## config.mk

```make
export PLATFORM = sky130hd
export DESIGN_NAME = commit_sequencer
export DESIGN_NICKNAME = d
export VERILOG_FILES = /design/src/rtl/commit_sequencer_pkg.sv /design/src/rtl/commit_sequencer.sv
export SDC_FILE = /design/constraint.sdc
export NUM_CORES = 1
export LEC_CHECK = 0
export ABC_CLOCK_PERIOD_IN_PS = 7300
export CAP_MARGIN = 20
export CORE_ASPECT_RATIO = 1.4
export CORE_MARGIN = 1.5
export CORE_UTILIZATION = 42
export CTS_CLUSTER_DIAMETER = 30
export DETAILED_ROUTE_END_ITERATION = 16
export HOLD_SLACK_MARGIN = 0.02
export PLACE_DENSITY_LB_ADDON = 0.05
export SLEW_MARGIN = 15
export SYNTH_ARGS = -nofsm -noshare
export SYNTH_HDL_FRONTEND = slang
export SYNTH_SLANG_ARGS = --single-unit
```

## constraint.sdc

```tcl
create_clock -name clk -period 7.3 [get_ports clk]
set_input_delay 1.46 -clock clk [delete_from_list [all_inputs] [get_ports clk]]
set_output_delay 1.46 -clock clk [all_outputs]
set_load 0.005 [all_outputs]
```

## src/rtl/commit_sequencer_pkg.sv

```systemverilog
// commit_sequencer_pkg: shared widths, the no-destination register code and FSM state encodings
package commit_sequencer_pkg;
   localparam int ROB_ID_W_DEF = 4;
   localparam int REG_W_DEF = 6;
   localparam int NO_DEST = 32;
   typedef enum logic [1:0] {
      ST_IDLE = 2'd0,
      ST_STORE_WAIT = 2'd1,
      ST_FLUSH_HOLD = 2'd2
   } state_t;
endpackage

```

## src/rtl/commit_sequencer.sv

```systemverilog
// commit_sequencer: retires the ROB head in order, handling stores, mispredicts and post-flush hold
//   clk, rst (sync, active-high), rdy (global enable)
//   head_*      : ROB head entry (valid, done, id, rd, val, is_store, is_br, miss, tgt)
//   rob_pop     : retire head this cycle
//   rf_*        : register-file write port (combinational, zero latency)
//   st_req/st_id/st_ack : store commit handshake with memory
//   mispredict/redirect_pc : flush pulse and registered redirect target
//   commit_cnt  : retired-instruction count
module commit_sequencer
   import commit_sequencer_pkg::*;
#(
   parameter int ROB_ID_W = ROB_ID_W_DEF,
   parameter int REG_W = REG_W_DEF,
   parameter int FLUSH_HOLD = 2
) (
   input logic clk,
   input logic rst,
   input logic rdy,
   input logic head_valid,
   input logic head_done,
   input logic [ROB_ID_W-1:0] head_id,
   input logic [REG_W-1:0] head_rd,
   input logic [31:0] head_val,
   input logic head_is_store,
   input logic head_is_br,
   input logic head_miss,
   input logic [31:0] head_tgt,
   output logic rob_pop,
   output logic rf_we,
   output logic [REG_W-1:0] rf_rd,
   output logic [ROB_ID_W-1:0] rf_q,
   output logic [31:0] rf_v,
   output logic st_req,
   output logic [ROB_ID_W-1:0] st_id,
   input logic st_ack,
   output logic mispredict,
   output logic [31:0] redirect_pc,
   output logic [31:0] commit_cnt
);
   state_t state, state_nx;
   logic [3:0] hold_cnt, hold_nx;
   logic st_req_nx;
   logic [ROB_ID_W-1:0] st_id_nx;
   logic [31:0] redirect_nx;
   logic head_ready, has_dest;
   assign head_ready = head_valid && head_done;
   assign has_dest = (head_rd != '0) && (head_rd != REG_W'(NO_DEST));
   always_ff @(posedge clk)
      if (rst) begin
         state <= ST_IDLE;
         hold_cnt <= '0;
         st_req <= 1'b0;
         st_id <= '0;
         redirect_pc <= '0;
         commit_cnt <= '0;
      end else begin
         state <= state_nx;
         hold_cnt <= hold_nx;
         st_req <= st_req_nx;
         st_id <= st_id_nx;
         redirect_pc <= redirect_nx;
         commit_cnt <= commit_cnt + 32'(rob_pop);
      end
   // hold_cnt counts down from FLUSH_HOLD-1 so the hold state lasts exactly FLUSH_HOLD enabled cycles
   always_comb begin
      state_nx = state;
      hold_nx = hold_cnt;
      st_req_nx = st_req;
      st_id_nx = st_id;
      redirect_nx = redirect_pc;
      rob_pop = 1'b0;
      rf_we = 1'b0;
      mispredict = 1'b0;
      if (!rst && rdy)
         case (state)
            ST_IDLE:
               if (head_ready) begin
                  if (head_is_store) begin
                     st_req_nx = 1'b1;
                     st_id_nx = head_id;
                     state_nx = ST_STORE_WAIT;
                  end else begin
                     rob_pop = 1'b1;
                     rf_we = has_dest;
                     if (head_is_br && head_miss) begin
                        mispredict = 1'b1;
                        redirect_nx = head_tgt;
                        hold_nx = 4'(FLUSH_HOLD - 1);
                        state_nx = ST_FLUSH_HOLD;
                     end
                  end
               end
            ST_STORE_WAIT:
               if (st_ack) begin
                  rob_pop = 1'b1;
                  st_req_nx = 1'b0;
                  state_nx = ST_IDLE;
               end
            ST_FLUSH_HOLD: begin
               hold_nx = (hold_cnt == '0) ? '0 : hold_cnt - 4'd1;
               state_nx = (hold_cnt == '0) ? ST_IDLE : ST_FLUSH_HOLD;
            end
            default: state_nx = ST_IDLE;
         endcase
   end
   assign rf_rd = rf_we ? head_rd : '0;
   assign rf_q = rf_we ? head_id : '0;
   assign rf_v = rf_we ? head_val : '0;
endmodule

```

## Word-level counts from Yosys, hierarchy flattened

Cells that the tools add are included.

- Flip-flop bits (word level): 75

- $add $sub $neg: 2
- Equal/unequal tests: 9
- Multiplexer cells: 32
- Bitwise operators: 1
- Reduce and logical (&&, ||, !) cells: 15

Operators with widths:

| operator | number |
|---|---|
| 32-bit by 1-bit adder with 32-bit output | 1 |
| 32-bit 2-to-1 mux | 1 |
| 4-bit 2-to-1 mux | 5 |
| 1-bit 2-to-1 mux | 16 |
| 5-bit AND reduction | 3 |
| 2-bit 2-to-1 mux | 5 |
| 2-bit != test (second input constant) | 5 |
| 4-bit case mux with 2 select lines | 1 |
| 4-bit AND reduction | 2 |
| 6-bit 2-to-1 mux | 1 |
| 6-bit != test (second input constant) | 1 |
| 2-bit case mux with 3 select lines | 1 |
| 6-bit nonzero test | 1 |
| 1-bit logical AND | 4 |
| 4-bit logical NOT | 1 |
| 1-bit case mux with 2 select lines | 2 |
| 2-bit nonzero test | 2 |
| 4-bit by 1-bit subtractor with 4-bit output (second input constant) | 1 |
| 3-bit != test (second input constant) | 1 |
| 2-bit by 1-bit == test with 1-bit output (second input constant) | 1 |
| 2-bit == test (second input constant) | 1 |
| 2-bit logical NOT | 1 |
| 1-bit logical NOT | 1 |
| 1-bit inverter | 1 |

## Longest topological paths before layout

- Word-level depth: 7
- Gate-level depth with buffers: 10
- Depth with buffers taken out: 9

## Worst setup path after synthesis

OpenSTA, ideal clock, no wires.

- Kind: input-to-output
- From: in rdy
- To: out rf_v[10]
- Data arrival time: 2.941 ns
- Slack: 2.899 ns
- Stages: 7
- Path through: clkbuf_1 -> nor4b_2 -> or3b_1 -> a21oi_1 -> buf_2 -> clkbuf_2 -> and2_1

- Cells in the longest elaborated chain, start to end: 3

RTL lines:

| item | line | source |
|---|---|---|
| start, declared | commit_sequencer.sv:18 | `input logic rdy,` |
| 1-bit logical AND | commit_sequencer.sv:74 | `if (!rst && rdy)` |
| 1-bit 2-to-1 mux | commit_sequencer.sv:74 |  |
| 32-bit 2-to-1 mux | commit_sequencer.sv:108 | `assign rf_v = rf_we ? head_val : '0;` |
| end, declared | commit_sequencer.sv:32 | `output logic [31:0] rf_v,` |

Every way passes these cells.

## Worst setup path in the final report

- From: in rdy
- To: out rf_v[27]

The elaborated chain is that of the path after synthesis.

==> reports/metrics.yaml <==
critical_path:
  regToRegEndpoint: "commit_cnt[28]$_SDFF_PP0_"
  critPathKind: "in -> out"
  crit_required_ps: 5840
  r2r_slack_ps: 3950
  worst_setup_path_end_kind: "primary output"
  critPathLaunchType: "primary input"
  crit_arrival_ps: 4290
  rr_startpoint: "state[0]$_SDFFE_PP0P_"
  r2r.worst_path.cells: 9
  path_max_fanout: 21
cts:
  clk_latency_ps: 330
  cts-htree-levels: 3
  cts_hold_buf: 0
  cts_tree: "done"
  clock_sinks: 75
  cts_resized: 0
  cts_root_buf: "clkbuf_16"
  path_clk_slew_ps: 50
  ctsLongestPathBuffers: 2
  numCtsBuffers: 9
  cts_setup_buffers: 0
yosys:
  yosys.area.top_type_share: 0.422
  mappedNetlistNets: 490
  synth_flop_cell: "dfxtp_1"
  synth_area_leaders: "dfxtp_1, mux2i_1, and2_1"
  yosys.area.top_type: "dfxtp_1"
  netlist_area_mm2: 0.00356
  synth-edff-count: 0
  ys_seq_area_frac: 0.422
  async_flop_share: 0
  synthDistinctLibCells: 44
  synth.avg_cell_area_um2: 8.83
  yosysWarningCount: 0
  synth_seq_cells: 75
  synth_cells: 403
worst_hold_path:
  min_from: "redirect_pc[1]$_SDFFE_PP0P_"
  min_to: "redirect_pc[1]$_SDFFE_PP0P_"
  min_path_type: "reg -> reg"
  hold_depth: 2
placed_design:
  dpl_worst_slack_ps: 1380
  dp_cells: 678
  gp_congestion: 0.791
  detailed_place_hpwl_mm: 7.53
  io_buffers: 196
sta:
  post-route-period-util: 0.787
  finalWorstSetupSlack_ps: 1550
  rsz0062_at_grt: "false"
  finalSetupViolations: 0
  fin_skew_ps: 4.53
  worst_slew_pin_slew_ps: 806
  final-hold-violation-count: 0
  setup-tns-final_ps: 0
  slew-limit-headroom: 0.463
  min_period_ps: 5750
  drv_slew: 0
  max_freq_ghz: 0.174
final_layout:
  fillers: 629
  instances_no_fill: 695
  fin_nets: 675
  drive_gt1_frac: 0.0489
  layout_commonest_cell: "clkdlybuf4s50_1"
  final_cell_mix: "clkdlybuf4s50_1, dfxtp_1, nor2_1"
  area_delta_synth_final_pct: 64.8
  fin_util: 0.715
  antenna_cells: 0
die:
  die_w_um: 80.8
  initial_core_util: 0.434
  rows: 39
  die_h_um: 112
  io_pins: 197
  die_area_mm2: 0.00904
  coreArea_mm2: 0.00820
routing:
  drt_iter0_markers: 165
  drcViolationCount: 0
  wire_per_inst_um: 14.8
  drt_first_pass_iters: 4
  ant_nets: 0
  num_vias: 3602
  vias_per_cell: 5.18
  wirelength_mm: 10.3
outcome:
  status: "finished, final reports clean"
grt:
  grt_max_degree: 82
  grt_pass1_vias: 3408
  antenna_found_initial: 0
  groute.usage.overall: 0.226
  grt_pass1_wl_mm: 16.1
  grt_overflow: 0
power:
  peakVddDrop_mv: 0.157
  power_uw: 932
  p_leak_uw: 0.00205
  pwr_density_cell_mw_per_mm2: 159
flow_run:
  cap_violations: 0
==> sequential cells by signal, indices dropped and copies added (netlist names) <==
name and cells:
commit_cnt 32, hold_cnt 4, redirect_pc 32, st_id 4, st_req 1, state 2
==> where the power goes <==
| group | internal, uW | switching (uW) | leakage [uW] |
|---|---|---|---|
| clock network | 274 | 169 | 0.000147 |
| logic | 52.0 | 24.5 | 0.00130 |
| registers | 411 | 1.67 | 0.000604 |
==> cells in the mapped netlist (2+ instances only) <==
library cell / n
nor3b_1: 2
nor2_1: 55
nor4_1: 3
or4_1: 12
clkbuf_1: 14
and3b_1: 2
or3_1: 2
a21oi_1: 23
o21ai_0: 8
mux2_2: 4
xnor2_1: 6
and2_1: 44
o31ai_1: 11
inv_1: 7
buf_4: 3
nand2_1: 14
ha_1: 4
clkbuf_2: 3
xor2_1: 7
nor2b_1: 7
buf_2: 2
or2_2: 2
and4_1: 4
nand3b_1: 2
mux2i_1: 37
nand3_1: 12
nand2b_1: 3
nor3_1: 11
nand4_1: 9
dfxtp_1: 75
buf_1: 2
==> area by class of cell <==
class                           instances  area, um2  area share
Clock buffer                           12        246      0.0420
Clock inverter                          4       48.8     0.00832
Inverter                                7       26.3     0.00448
Multi-Input combinational cell        296       1930       0.329
Sequential cell                        75       1500       0.256
Tap cell                              102        128      0.0218
Timing Repair Buffer                  199       1980       0.338
==> worst max-delay path, cell delays in order <==
cell             delay [ps]
clkdlybuf4s50_1         640
nor4b_2                 400
or3b_1                  410
a21oi_2                 480
buf_6                   230
and2_1                  140
clkdlybuf4s50_1         510
==> through the flow <==
step           area [um2]  hold slack, ps
2_1_floorplan        3560             463
3_3_place_gp         5560             471
3_5_place_dp         5560             486
4_1_cts              5850             495
5_1_grt              5860             516
6_report             5860             497
==> cells by family after synthesis <==
logic type / share of synthesized area
AOI/OAI and AO/OA: 0.0781
xor gates and xnor gates: 0.0320
adders and majority gates: 0.0141
buffers and inverters: 0.0408
DFF: 0.422
muxes: 0.117
and+or+nand+nor: 0.296
==> how the worst max path moves through the flow <==
stage	start	endpoint	slack, ps	cells past startpoint
floorplan	rdy	rf_v[10]	2900	7
global placement	rdy	rf_v[12]	1490	6
detailed placement	rdy	rf_v[12]	1380	6
CTS	rdy	rf_v[12]	1370	6
global route	rdy	rf_v[13]	1340	7
finish	rdy	rf_v[27]	1550	7
==> metal layers <==
metal / routed length, um / vias up / global-route usage
li1: - / 1776 / -
met1: 3740 / 1654 / 0.241
met2: 5240 / 157 / 0.388
met3: 1110 / 15 / 0.104
met4: 177 / 0 / 0.0793
met5: 0 / - / 0
Note: power is estimated with default switching activity, not from simulation.
